<file path="src/rtl/conv_pkg.sv">
`default_nettype none
// +--------------------------------------------------------------------------+
// | Module      : conv_pkg                                                   |
// | Description : Output mode encodings and reference Sobel kernels (KW=8)   |
// |               shared by the dual-kernel 3x3 convolution pipeline.        |
// | Revision    : 1.0 - initial release                                      |
// +--------------------------------------------------------------------------+
package conv_pkg;

    localparam logic [1:0] c_MODE_ABS_X = 2'd0;
    localparam logic [1:0] c_MODE_ABS_Y = 2'd1;
    localparam logic [1:0] c_MODE_L1    = 2'd2;
    localparam logic [1:0] c_MODE_SGN_X = 2'd3;

    // Coefficient k00 sits in the LSBs, k22 in the MSBs (row-major).
    localparam logic [71:0] c_SOBEL_X = {8'h01, 8'h00, 8'hFF,
                                         8'h02, 8'h00, 8'hFE,
                                         8'h01, 8'h00, 8'hFF};
    localparam logic [71:0] c_SOBEL_Y = {8'h01, 8'h02, 8'h01,
                                         8'h00, 8'h00, 8'h00,
                                         8'hFF, 8'hFE, 8'hFF};

endpackage
`default_nettype wire

</file>
<file path="src/rtl/conv3x3_dot.sv">
`default_nettype none
// +--------------------------------------------------------------------------+
// | Module      : conv3x3_dot                                                |
// | Description : 3x3 window dot product: registered products (S1) and a    |
// |               registered signed sum (S2), both advancing on en.          |
// | Revision    : 1.0 - initial release                                      |
// +--------------------------------------------------------------------------+
module conv3x3_dot #(
    parameter int BITW = 8,
    parameter int KW   = 8,
    parameter int ACCW = 20
) (
    input  logic                   clk,
    input  logic                   rst_n,
    input  logic                   en,
    input  logic                   in_valid,
    input  logic [9*BITW-1:0]      win,
    input  logic [9*KW-1:0]        k,
    output logic signed [ACCW-1:0] sum,
    output logic                   sum_valid
);

    localparam int c_PW = BITW + 1 + KW;

    logic signed [c_PW-1:0] w_prod [9];
    logic signed [c_PW-1:0] r_prod [9];
    logic                   r_prod_valid;
    logic signed [ACCW-1:0] w_sum;
    logic signed [ACCW-1:0] r_sum;
    logic                   r_sum_valid;

    // Pixels are unsigned: a zero MSB keeps them positive in the signed multiply.
    always_comb begin
        for (int i = 0; i < 9; i++) begin
            w_prod[i] = c_PW'($signed({1'b0, win[i*BITW +: BITW]}))
                      * c_PW'($signed(k[i*KW +: KW]));
        end
    end

    always_ff @(posedge clk or negedge rst_n) begin
        if (!rst_n) begin
            r_prod_valid <= 1'b0;
            for (int i = 0; i < 9; i++) r_prod[i] <= '0;
        end else if (en) begin
            r_prod_valid <= in_valid;
            for (int i = 0; i < 9; i++) r_prod[i] <= w_prod[i];
        end
    end

    always_comb begin
        w_sum = '0;
        for (int i = 0; i < 9; i++) w_sum = w_sum + ACCW'(r_prod[i]);
    end

    always_ff @(posedge clk or negedge rst_n) begin
        if (!rst_n) begin
            r_sum       <= '0;
            r_sum_valid <= 1'b0;
        end else if (en) begin
            r_sum       <= w_sum;
            r_sum_valid <= r_prod_valid;
        end
    end

    assign sum       = r_sum;
    assign sum_valid = r_sum_valid;

endmodule
`default_nettype wire

</file>
<file path="src/rtl/conv3x3_dual_pipe.sv">
`default_nettype none
// +--------------------------------------------------------------------------+
// | Module      : conv3x3_dual_pipe                                          |
// | Description : Parallel Gx/Gy 3x3 convolution with selectable magnitude   |
// |               or offset-signed output, backpressure and clamp counter.   |
// | Revision    : 1.0 - initial release                                      |
// +--------------------------------------------------------------------------+
module conv3x3_dual_pipe
    import conv_pkg::*;
#(
    parameter int BITW    = 8,
    parameter int KW      = 8,
    parameter int ACCW    = 20,
    parameter int OUTW    = 8,
    parameter int NORM_SH = 3,
    parameter int GAIN_SH = 1
) (
    input  logic              clk,
    input  logic              rst_n,
    input  logic              in_valid,
    output logic              in_ready,
    input  logic [9*BITW-1:0] win,
    input  logic [9*KW-1:0]   kx,
    input  logic [9*KW-1:0]   ky,
    input  logic [1:0]        mode,
    output logic [OUTW-1:0]   out_pix,
    output logic              out_valid,
    input  logic              out_ready,
    input  logic              sat_clr,
    output logic [15:0]       sat_cnt
);

    // Two headroom bits cover |sx|+|sy| and the SGN_X offset before clamping.
    localparam int c_TW     = ACCW + 2 + GAIN_SH;
    localparam int c_RND_SH = (NORM_SH > 0) ? NORM_SH - 1 : 0;
    localparam logic signed [c_TW-1:0] c_RND = (NORM_SH > 0) ? c_TW'(1 << c_RND_SH) : c_TW'(0);
    localparam logic signed [c_TW-1:0] c_OFS = c_TW'(1 << (OUTW - 1));
    localparam logic signed [c_TW-1:0] c_MAX = c_TW'((1 << OUTW) - 1);

    logic                   w_en;
    logic                   w_accept;
    logic signed [ACCW-1:0] w_sx;
    logic signed [ACCW-1:0] w_sy;
    logic                   w_vx;
    logic                   w_vy;
    logic                   w_v2;
    logic [1:0]             r_mode_s1;
    logic [1:0]             r_mode_s2;
    logic signed [c_TW-1:0] w_ex;
    logic signed [c_TW-1:0] w_ey;
    logic signed [c_TW-1:0] w_abs_x;
    logic signed [c_TW-1:0] w_abs_y;
    logic signed [c_TW-1:0] w_a;
    logic signed [c_TW-1:0] w_shr;
    logic signed [c_TW-1:0] w_t;
    logic [OUTW-1:0]        w_pix;
    logic                   w_clamped;
    logic [OUTW-1:0]        r_out_pix;
    logic                   r_out_valid;
    logic [15:0]            r_sat_cnt;

    assign w_en     = ~r_out_valid | out_ready;
    assign in_ready = w_en & rst_n;
    assign w_accept = in_valid & in_ready;

    conv3x3_dot #(.BITW(BITW), .KW(KW), .ACCW(ACCW)) u_dot_x (
        .clk       (clk),
        .rst_n     (rst_n),
        .en        (w_en),
        .in_valid  (w_accept),
        .win       (win),
        .k         (kx),
        .sum       (w_sx),
        .sum_valid (w_vx)
    );

    conv3x3_dot #(.BITW(BITW), .KW(KW), .ACCW(ACCW)) u_dot_y (
        .clk       (clk),
        .rst_n     (rst_n),
        .en        (w_en),
        .in_valid  (w_accept),
        .win       (win),
        .k         (ky),
        .sum       (w_sy),
        .sum_valid (w_vy)
    );

    // Both lanes share en and in_valid, so their valids always agree.
    assign w_v2 = w_vx & w_vy;

    always_ff @(posedge clk or negedge rst_n) begin
        if (!rst_n) begin
            r_mode_s1 <= c_MODE_ABS_X;
            r_mode_s2 <= c_MODE_ABS_X;
        end else if (w_en) begin
            r_mode_s1 <= mode;
            r_mode_s2 <= r_mode_s1;
        end
    end

    assign w_ex    = c_TW'(w_sx);
    assign w_ey    = c_TW'(w_sy);
    assign w_abs_x = w_ex[c_TW-1] ? -w_ex : w_ex;
    assign w_abs_y = w_ey[c_TW-1] ? -w_ey : w_ey;

    always_comb begin
        case (r_mode_s2)
            c_MODE_ABS_X: w_a = w_abs_x;
            c_MODE_ABS_Y: w_a = w_abs_y;
            c_MODE_L1:    w_a = w_abs_x + w_abs_y;
            default:      w_a = w_ex;
        endcase
        w_shr = (w_a + c_RND) >>> NORM_SH;
        w_t   = w_shr <<< GAIN_SH;
        if (r_mode_s2 == c_MODE_SGN_X) w_t = w_t + c_OFS;

        w_pix     = w_t[OUTW-1:0];
        w_clamped = 1'b0;
        if (w_t[c_TW-1]) begin
            w_pix     = '0;
            w_clamped = 1'b1;
        end else if (w_t > c_MAX) begin
            w_pix     = '1;
            w_clamped = 1'b1;
        end
    end

    always_ff @(posedge clk or negedge rst_n) begin
        if (!rst_n) begin
            r_out_valid <= 1'b0;
            r_out_pix   <= '0;
        end else if (w_en) begin
            r_out_valid <= w_v2;
            if (w_v2) r_out_pix <= w_pix;
        end
    end

    always_ff @(posedge clk or negedge rst_n) begin
        if (!rst_n) begin
            r_sat_cnt <= '0;
        end else if (sat_clr) begin
            r_sat_cnt <= '0;
        end else if (w_en && w_v2 && w_clamped && (r_sat_cnt != 16'hFFFF)) begin
            r_sat_cnt <= r_sat_cnt + 16'd1;
        end
    end

    assign out_pix   = r_out_pix;
    assign out_valid = r_out_valid;
    assign sat_cnt   = r_sat_cnt;

endmodule
`default_nettype wire

</file>
<file path="config.mk">
export PLATFORM = sky130hd
export DESIGN_NAME = conv3x3_dual_pipe
export DESIGN_NICKNAME = d
export VERILOG_FILES = /design/src/rtl/conv_pkg.sv /design/src/rtl/conv3x3_dot.sv /design/src/rtl/conv3x3_dual_pipe.sv
export SDC_FILE = /design/constraint.sdc
export NUM_CORES = 2
export LEC_CHECK = 0
export ABC_AREA = 1
export CORE_ASPECT_RATIO = 1.1
export CORE_MARGIN = 3
export CORE_UTILIZATION = 55
export CTS_BUF_LIST = sky130_fd_sc_hd__clkbuf_2 sky130_fd_sc_hd__clkbuf_4 sky130_fd_sc_hd__clkbuf_8
export DETAILED_ROUTE_END_ITERATION = 10
export GPL_TIMING_DRIVEN = 1
export PLACE_DENSITY_LB_ADDON = 0.08
export SYNTH_ARGS = -nofsm -noshare
export SYNTH_HDL_FRONTEND = slang
export SYNTH_SLANG_ARGS = --single-unit
export TNS_END_PERCENT = 30
</file>
<file path="constraint.sdc">
create_clock -name clk -period 9 [get_ports clk]
set_clock_uncertainty 0.1 [all_clocks]
set_input_delay 1.8 -clock clk [delete_from_list [all_inputs] [get_ports clk]]
set_output_delay 1.8 -clock clk [all_outputs]
set_load 0.1 [all_outputs]
</file>
==> flow_summary.ini <==
[grt]
track_usage_pct = 28.8
grt_first_pass_wirelength_mm = 276
grt-ovfl-total = 0
antenna_found_initial = 4
grt_pass1_vias = 51900
grt_max_degree = 210

[route]
avgViaCountPerCell = 5.16
wl_per_cell_um = 17.3
dr.first_iter.drc_count = 2881
drt_first_pass_iters = 6
postRouteWirelength_mm = 170
via_count = 50600
drc_errors = 0
ant_nets = 0

[timing]
hold_viol = 0
finalSetupViolations = 0
slew_violations = 0
setup_tns_ns = 0
timing.slew.headroom_pct = 21.1
min_period_ns = 7.58
grt_setup_unrepaired = false
fmax_ghz = 0.132
timing.final.crit_share_pct = 84.2
tightest_slew_ns = 1.17

[worst_setup_path]
crit_type = reg2reg
crit_path_max_fanout = 3
crit_top_cell = fa_1
worstSetupEndpointType = register
arrival_ns = 8.07
slowest_delay_ns = 0.51
worst_path_max_delay_cell = fa_1
worstSetupStartpointType = register
worst-endpoint-required_ns = 9.49

[place]
io_buffers = 248
dp_hpwl_mm = 142
place.gp.congestion = 0.960

[logic_synthesis]
ys.flop_type = dfrtp_1
ys_seq_area_share_pct = 14.7
async_flop_share_pct = 100
syn_area_um2 = 64000
synth_seq_cells = 377
synthCells = 8191
avgSynthCellArea_um2 = 7.82
synth_edf_count = 0
yosysWarnings = 0
synth_cell_types = 59

[clocking]
hold_buffers = 0
cts_max_level = 3
ctsResizeCount = 0
cts_root_buffer = clkbuf_8
clock_sinks = 377
cts_tree = built
clock_path_buffers = 3
cts_setup_buffers = 0
numCtsBuffers = 72
clk_pin_slew_ns = 0.07
clk_latency_ns = 0.67

[die]
core_area_um2 = 115000
start_util_pct = 55.8
fp.dieArea_um2 = 121000
die_w_um = 331
die_h_um = 364
io_pins = 249
rows = 130

[layout]
final_common_cell = inv_1
layout.nets = 10200
layout_common_cells = inv_1 (2122), nand2_1 (1950), fa_1 (882)
drive_gt1_share_pct = 3.15
area.growth.synth_to_final_pct = 7.86

[hold_path]
hold_path_class = reg2reg

[outcome]
outcome = completed

[run]
max_cap_violations = 0
==> worst max-delay path, delay by kind of cell, from the launching register on <==
| family | cells | cell delay [ns] |
|---|---|---|
| DFF | 1 | 0.41 |
| and+or+nand+nor | 12 | 1.79 |
| xor gates and xnor gates | 1 | 0.23 |
| buffers and inverters | 2 | 0.13 |
| AOI/OAI and AO/OA | 10 | 1.42 |
| adders and majority gates | 8 | 3.47 |
==> cells by family after synthesis <==
| group | synth area share, % |
|---|---|
| AO/OA/AOI/OAI | 7.00 |
| buffers and inverters | 14.3 |
| XOR/XNOR | 3.02 |
| other | 0.00586 |
| flip-flops | 14.7 |
| adder cells (fa/ha/maj) | 44.7 |
| AND/OR/NAND/NOR | 16.1 |
==> registers in the layout, indices dropped and copies added, names as in the netlist <==
| register | count |
|---|---|
| u_dot_y.r_prod | 153 |
| u_dot_y.r_prod_valid | 1 |
| u_dot_y.sum | 20 |
| r_mode_s2 | 2 |
| out_valid | 1 |
| u_dot_y.sum_valid | 1 |
| out_pix | 8 |
| r_mode_s1 | 2 |
| sat_cnt | 16 |
| u_dot_x.sum | 20 |
| u_dot_x.r_prod | 153 |
==> area by class of cell <==
| type | instances | area, um2 |
|---|---|---|
| Sequential cell | 377 | 9430 |
| Inverter | 2137 | 8030 |
| Tap cell | 1518 | 1900 |
| Antenna cell | 2 | 5.00 |
| Fill cell | 10700 | 45800 |
| Clock inverter | 21 | 245 |
| Multi-Input combinational cell | 5377 | 45400 |
| Clock buffer | 101 | 1300 |
| Timing Repair Buffer | 277 | 2720 |
==> synthesized netlist by cell type, types with 19 or more instances <==
library cell | count | area share (%)
o31ai_1 | 43 | 0.50
nand3_1 | 157 | 1.2
a31oi_1 | 19 | 0.19
nor3_1 | 20 | 0.16
clkbuf_1 | 280 | 1.6
ha_1 | 878 | 17
a21oi_1 | 269 | 2.1
o21bai_1 | 53 | 0.62
nor2_1 | 322 | 1.9
nand2_2 | 22 | 0.21
inv_1 | 2123 | 12
o21ai_0 | 373 | 2.9
or2_2 | 33 | 0.32
xor2_1 | 125 | 1.7
xnor2_1 | 94 | 1.3
fa_1 | 882 | 28
dfrtp_1 | 377 | 15
nand4_1 | 20 | 0.20
nand2_1 | 1950 | 11
==> path summary, 6_finish.rpt <==
kind,start,to,slack [ns],cells past startpoint
worst max-delay path,u_dot_y.r_prod[103],u_dot_y.sum[18],1.42,33
worst min-delay path,out_pix[0],out_pix[0],0.37,2
worst max register to register,u_dot_y.r_prod[103],u_dot_y.sum[18],1.42,33
worst min register to register,out_pix[0],out_pix[0],0.37,2
max in group asynchronous,rst_n,u_dot_y.r_prod[137],5.57,3
min in group asynchronous,rst_n,u_dot_x.r_prod[40],0.97,1
==> layer usage <==
| metal | part of all wire [%] | vias up | track usage, % |
|---|---|---|---|
| met3 | 4.5 | 256 | 2.95 |
| met2 | 49 | 1160 | 50.6 |
| met5 | 0 | - | 0 |
| met1 | 43 | 24700 | 37.8 |
| li1 | - | 24400 | - |
| met4 | 3.3 | 0 | 8.54 |
==> stage by stage <==
step / hold WS (ns) / setup slack [ns] / std cells / util [%] / cell area (um2)
finish: 0.373 / 1.42 / 9810 / 60.1 / 69100
global placement: 0.360 / 1.50 / 9686 / 58.8 / 67500
CTS: 0.378 / 1.43 / 9808 / 60.1 / 69100
detailed placement: 0.364 / 1.43 / 9686 / 58.8 / 67500
global route: 0.417 / 0.998 / 9809 / 60.1 / 69100
floorplan: 0.349 / 2.35 / 8194 / - / 64000
Power is not shown: default switching activity piles up to over one toggle a cycle in this logic, so the estimate is an artifact.
